===== src/rtl/layer_serializer_pkg.sv =====
// -----------------------------------------------------------------------------
// layer_serializer_pkg
//   Shared definitions for the layer-to-layer serializer.
//   - ser_state_t : replay controller state (IDLE / SHIFT)
//   - idx_width() : width of the element index register for a vector of n
//                   elements; never narrower than one bit so NN == 1 still has
//                   a real (constant-zero) index register.
// -----------------------------------------------------------------------------
package layer_serializer_pkg;

    typedef enum logic {
        IDLE  = 1'b0,
        SHIFT = 1'b1
    } ser_state_t;

    function automatic int unsigned idx_width(input int unsigned n);
        if (n <= 1) begin
            return 1;
        end
        return $clog2(n);
    endfunction

endpackage


===== src/rtl/layer_serializer.sv =====
// -----------------------------------------------------------------------------
// layer_serializer
//   Parallel-to-serial converter between two fully-connected layers. Captures
//   the whole result vector of the producing layer when every neuron asserts
//   its valid on the same edge, then replays it one element per clock, element
//   0 first, as the single input stream of the consuming layer. No
//   backpressure: the consumer takes one element every cycle.
//
// Parameters
//   NN        : number of elements in a vector (neurons in producing layer)
//   dataWidth : width of one element
//
// Ports
//   clk      in   clock, rising edge
//   rstn     in   synchronous reset, active HIGH (name kept for drop-in use)
//   i_valid  in   [NN]            per-neuron valid of producing layer
//   i_data   in   [NN*dataWidth]  element k at i_data[k*dataWidth +: dataWidth]
//   o_valid  out  serial element valid (next layer x_valid)
//   o_data   out  [dataWidth]     serial element (next layer x_in), 0 when idle
//   o_last   out  marks element NN-1
//   busy     out  high while a vector is being replayed
//   overrun  out  sticky: a full vector arrived mid-replay and was dropped
//   partial  out  sticky: some but not all valids were seen together
//
// Timing
//   A capture on edge T presents element k in the cycle after edge T+k. A new
//   vector captured on the edge that ends the last element continues the
//   stream with no gap. All outputs come from registers.
// -----------------------------------------------------------------------------
module layer_serializer
    import layer_serializer_pkg::*;
#(
    parameter int unsigned NN        = 30,
    parameter int unsigned dataWidth = 16
) (
    input  logic                    clk,
    input  logic                    rstn,
    input  logic [NN-1:0]           i_valid,
    input  logic [NN*dataWidth-1:0] i_data,
    output logic                    o_valid,
    output logic [dataWidth-1:0]    o_data,
    output logic                    o_last,
    output logic                    busy,
    output logic                    overrun,
    output logic                    partial
);

    localparam int unsigned   IW       = idx_width(NN);
    localparam logic [IW-1:0] LAST_IDX = IW'(NN - 1);

    ser_state_t          state;
    ser_state_t          state_d;
    logic [IW-1:0]       idx;
    logic [IW-1:0]       idx_d;

    logic [dataWidth-1:0] vec_buf [NN];

    logic                 capture;
    logic                 part_seen;
    logic                 at_last;
    logic                 load;
    logic                 drop;

    logic                 o_valid_d;
    logic                 o_last_d;
    logic [dataWidth-1:0] o_data_d;

    assign capture   = &i_valid;
    assign part_seen = (|i_valid) && !capture;
    assign at_last   = (idx == LAST_IDX);

    // -------------------------------------------------------------------------
    // State register
    // -------------------------------------------------------------------------
    always_ff @(posedge clk) begin
        if (rstn) begin
            state <= IDLE;
            idx   <= '0;
        end else begin
            state <= state_d;
            idx   <= idx_d;
        end
    end

    // -------------------------------------------------------------------------
    // Next-state logic
    //   idx is the index of the element shown on the outputs during the
    //   current SHIFT cycle. A capture while the last element is on the
    //   outputs reloads and restarts at 0 without passing through IDLE.
    // -------------------------------------------------------------------------
    always_comb begin
        state_d = state;
        idx_d   = idx;
        load    = 1'b0;
        drop    = 1'b0;

        unique case (state)
            IDLE: begin
                if (capture) begin
                    load    = 1'b1;
                    idx_d   = '0;
                    state_d = SHIFT;
                end
            end

            SHIFT: begin
                if (at_last) begin
                    idx_d = '0;
                    if (capture) begin
                        load = 1'b1;
                    end else begin
                        state_d = IDLE;
                    end
                end else begin
                    idx_d = idx + IW'(1);
                    drop  = capture;
                end
            end

            default: begin
                state_d = IDLE;
                idx_d   = '0;
            end
        endcase
    end

    // -------------------------------------------------------------------------
    // Output logic (next values of the output registers)
    //   On a load the buffer is written on the same edge, so element 0 is
    //   taken straight from i_data rather than from vec_buf.
    // -------------------------------------------------------------------------
    always_comb begin
        o_valid_d = 1'b0;
        o_last_d  = 1'b0;
        o_data_d  = '0;

        if (state_d == SHIFT) begin
            o_valid_d = 1'b1;
            o_last_d  = (idx_d == LAST_IDX);
            if (load) begin
                o_data_d = i_data[0 +: dataWidth];
            end else begin
                o_data_d = vec_buf[idx_d];
            end
        end
    end

    // -------------------------------------------------------------------------
    // Output and sticky flag registers
    // -------------------------------------------------------------------------
    always_ff @(posedge clk) begin
        if (rstn) begin
            o_valid <= 1'b0;
            o_last  <= 1'b0;
            o_data  <= '0;
            overrun <= 1'b0;
            partial <= 1'b0;
        end else begin
            o_valid <= o_valid_d;
            o_last  <= o_last_d;
            o_data  <= o_data_d;
            if (drop) begin
                overrun <= 1'b1;
            end
            if (part_seen) begin
                partial <= 1'b1;
            end
        end
    end

    assign busy = (state == SHIFT);

    // -------------------------------------------------------------------------
    // Vector buffer: written only on a capture, never reset, read by index
    // -------------------------------------------------------------------------
    always_ff @(posedge clk) begin
        if (load) begin
            for (int unsigned k = 0; k < NN; k++) begin
                vec_buf[k] <= i_data[k*dataWidth +: dataWidth];
            end
        end
    end

    // -------------------------------------------------------------------------
    // Internal invariants
    // -------------------------------------------------------------------------
    idx_in_range: assert property (@(posedge clk) disable iff (rstn)
        idx <= LAST_IDX);

    idle_data_zero: assert property (@(posedge clk) disable iff (rstn)
        !o_valid |-> (o_data == '0));

    last_implies_valid: assert property (@(posedge clk) disable iff (rstn)
        o_last |-> o_valid);

endmodule


===== config.mk =====
export PLATFORM = sky130hd
export DESIGN_NAME = layer_serializer
export DESIGN_NICKNAME = d
export VERILOG_FILES = /design/src/rtl/layer_serializer_pkg.sv /design/src/rtl/layer_serializer.sv
export SDC_FILE = /design/constraint.sdc
export NUM_CORES = 1
export LEC_CHECK = 0
export CAP_MARGIN = 20
export CORE_AREA = 5 5 204 206
export CTS_CLUSTER_DIAMETER = 120
export DETAILED_ROUTE_END_ITERATION = 12
export DIE_AREA = 0 0 209 211
export DONT_BUFFER_PORTS = 1
export GPL_TIMING_DRIVEN = 0
export PLACE_DENSITY = 0.79
export SYNTH_ARGS = -nofsm -noshare
export SYNTH_HDL_FRONTEND = slang
export SYNTH_SLANG_ARGS = --single-unit

===== constraint.sdc =====
create_clock -name clk -period 12.7 [get_ports clk]
set_input_delay 2.54 -clock clk [delete_from_list [all_inputs] [get_ports clk]]
set_output_delay 2.54 -clock clk [all_outputs]
set_load 0.02 [all_outputs]

==> summary.md <==
| Metric | Value |
|---|---|
| CTS Sinks | 505 |
| Crit Reg-Reg Startpoint | idx[1] |
| Num rows | 73 |
| Reg2Reg Capture Point | o_data[3] |
| Post-CTS setup buffers | 0 |
| DR vias | 17.3k |
| Layout Nets | 2330 |
| WP buf/inv | 1 |
| Final setup fails | 0 |
| Crit-path max FO | 10 |
| Critical Path Start Type | input pin |
| Synth top area cells | edfxtp_1, nand2_1, mux2i_1 |
| Antenna Nets Post-Route | 0 |
| Synth unique cells | 82 |
| R2R Setup Slk | 7.86 ns |
| Arrival @ worst endpoint | 6.64 ns |
| Uppermost layer routed | met5 |
| Gp weighted congestion | 0.973 |
| Met1 Wirelength | 30200 microns |
| Area added between synthesis and finish | 11.7% |
| Outcome | finished clean |
| Syn nets | 2272 |
| Slew Limit Fails | 0 |
| Hold Fails Final Rpt | 0 |
| Hold_buf cts | 0 |
| Rel. slew slack | 18.0% |
| Cells after Synth | 1758 |
| Slew @ Worst Pin | 1.23 ns |
| Vias in the first global route | 16.6k |
| Post-DP HPWL | 65300 microns |
| Worst min path class | register to register |
| Grt ovf | 0 |
| Per-cell routed wire length | 37.3 microns |
| Power Dens Cells | 136 nW/um^2 |
| Leak pwr | 0.00824 uW |
| Yosys top cell by area | edfxtp_1 |
| CTS buffer count | 51 |
| Initial antenna violation count | 44 |
| CTS tree | yes |
| RSZ-0062 raised after global routing | no |
| Hold endpoint | overrun |
| Mapped cell area | 22200 sq um |
| Initial DRC count | 3210 |
| Die Wd | 209 microns |
| Place WS | 6.09 ns |
| Height of the chip | 211 microns |
| Post-synth top flop | edfxtp_1 |
| Worst setup EP type | register |
| H-tree levels | 2 |
| Pre-antenna DRT Iters | 6 |
| First-pass GRT wire length | 123000 microns |
| Starting Density | 56.4% |
| Largest net degree at the start of global routing | 129 |
| Root buf cell | clkbuf_16 |
| Worst R2R Path Depth | 12 |
| Asr flop ratio synth | 0% |
| Post-synth top cells | edfxtp_1, nand2_1, o21ai_0 |
| Clk Latency, worst-skew pair | 0.63 ns |
| Largest stage delay on the critical path | 1.04 ns |
| Final cycle utilization of the critical path | 48.7% |
| Routed WL | 90200 microns |
| Total GRT Usage | 39.3% |
| Fmax | 0.162 GHz |
| CP cell instances | nand4_1 > nor4_2 > a21oi_1 > o21bai_1 > nand2_1 > clkbuf_1 > a311oi_1 > a2111oi_0 > a21oi_1 |
| Detail Route met3 WL | 12400 microns |
| Post-synth EDFFs | 480 |
| Wire length on met2 | 41800 microns |
| Critical Path RT | 13.15 ns |
| Post-CTS resize count | 0 |
| Io pins | 533 |
| Layout cell share with drive strength beyond 1 | 9.37% |
| Clk_skew | 0.0216 ns |
| Full die area | 44100 sq um |
| Post-synthesis register bit count | 505 |
| CP Class | input pin to register |
| Crit path top cell by count | a21oi_1 |
| Worst Setup SP | i_valid[4] |
| Final WS setup | 6.52 ns |
| Core area | 39500 sq um |
| Final Critical Period | 6.18 ns |
| Post-synth top area share | 64.8% |
| Number of buffers added on ports | 0 |
| Power, Total | 3370 uW |
| Worst hold start | overrun |
| DR DRC count | 0 |
| Worst-path clk slew | 0.06 ns |
| Mean Syn Cell Area | 12.7 sq um |
| Delay-heaviest family, CP | compound AO/OA/AOI/OAI gates |
| Post-synthesis sequential area ratio | 67.0% |
| Slowest-stage cell, CP | a2111oi_0 |
| Count leader, synth | edfxtp_1 |
| Hold path cells | 2 |
| Maxcap violations | 0 |
| Worst IR Drop VDD | 0.155 mV |
| Yosys Warn Count | 0 |
| Post-DR vias/cell | 7.15 |
| Clock buffer depth | 3 |
==> kinds of logic (layout without fill, tap and decap cells) <==
logic type | Yosys count | in the layout | synth area share, %
AO/OA/AOI/OAI | 473 | 473 | 15.2
flip-flops | 505 | 505 | 67.0
multiplexers | 67 | 67 | 3.07
buffers and inverters | 146 | 245 | 3.23
other | 0 | 36 | 0
adder cells (fa/ha/maj) | 2 | 2 | 0.112
AND/OR/NAND/NOR | 565 | 565 | 11.3
==> sequential cells by signal, indices dropped and copies added (netlist names) <==
| signal | count |
|---|---|
| idx | 5 |
| o_last | 1 |
| partial | 1 |
| overrun | 1 |
| busy | 1 |
| vec_buf | 480 |
| o_data | 16 |
==> routing by layer <==
layer,track usage (%),up-vias
li1,-,7007
met1,47.7,8313
met2,62.4,1618
met5,0,-
met3,13.1,323
met4,21.9,16
==> where the power goes <==
group | internal [uW] | leakage, uW | total, uW | switching (uW)
registers | 1820 | 0.00451 | 1820 | 0.371
clock network | 877 | 0.000833 | 1540 | 665
logic | 0.805 | 0.00289 | 2.50 | 1.69
==> layout by cell type, fill, tap and decap left out, types with 8 or more instances in the layout <==
cell type / synthesis / routed
clkbuf_8: 0 / 11
and3_1: 55 / 55
nor2_1: 38 / 38
nand4_1: 10 / 10
mux2_2: 9 / 9
a311oi_1: 26 / 26
a21oi_1: 74 / 74
a211oi_1: 75 / 75
nand3_1: 62 / 62
buf_2: 39 / 38
clkbuf_16: 0 / 51
a221oi_1: 40 / 40
diode_2: 0 / 36
nand2_1: 351 / 351
clkbuf_1: 76 / 89
nor4_1: 10 / 10
buf_4: 7 / 8
nor3_1: 12 / 12
a221o_1: 15 / 15
o211ai_1: 16 / 16
a22oi_1: 8 / 8
o21ai_0: 90 / 90
edfxtp_1: 480 / 480
dfxtp_1: 25 / 25
buf_6: 11 / 11
mux2i_1: 57 / 57
a2111oi_0: 12 / 12
a31oi_1: 27 / 27
==> final cells by class <==
type                            instances  area [sq um]
Tap cell                              525           657
Clock inverter                         19           255
Clock buffer                           75          1480
Antenna cell                           36          90.1
Multi-Input combinational cell       1107          6610
Sequential cell                       505         14900
Fill cell                            2975         14600
Inverter                                5          20.0
Timing Repair Buffer                    5           105
Buffer                                141           708
==> stage by stage <==
step | area, sq um | utilization, % | hold slack (ns) | std cells | setup TNS (ns)
floorplan | 22200 | - | 0.570 | 1758 | 0
global placement | 22900 | 58.0 | 0.609 | 2283 | -0.560
detailed placement | 23000 | 58.3 | 0.618 | 2287 | 0
CTS | 24700 | 62.7 | 0.634 | 2381 | 0
global route | 24800 | 62.9 | 0.727 | 2406 | 0
finish | 24800 | 63.0 | 0.633 | 2418 | 0
==> worst max path at each step <==
| stage | end | slack (ns) | cells after the start |
|---|---|---|---|
| after CTS | o_data[14] | 6.72 | 9 |
| final | o_data[12] | 6.52 | 9 |
| after detailed placement | o_data[14] | 6.09 | 9 |
| after global placement | o_data[13] | -0.29 | 12 |
| after floorplan | o_data[11] | 2.16 | 12 |
| after global routing | o_data[1] | 6.61 | 14 |
==> tightest hold or removal path, stage by stage (launching register included) <==
cell and delay [ns]:
dfxtp_1 0.39, a21oi_1 0.15, nor2_1 0.05
Note: power is estimated with default switching activity, not from simulation.
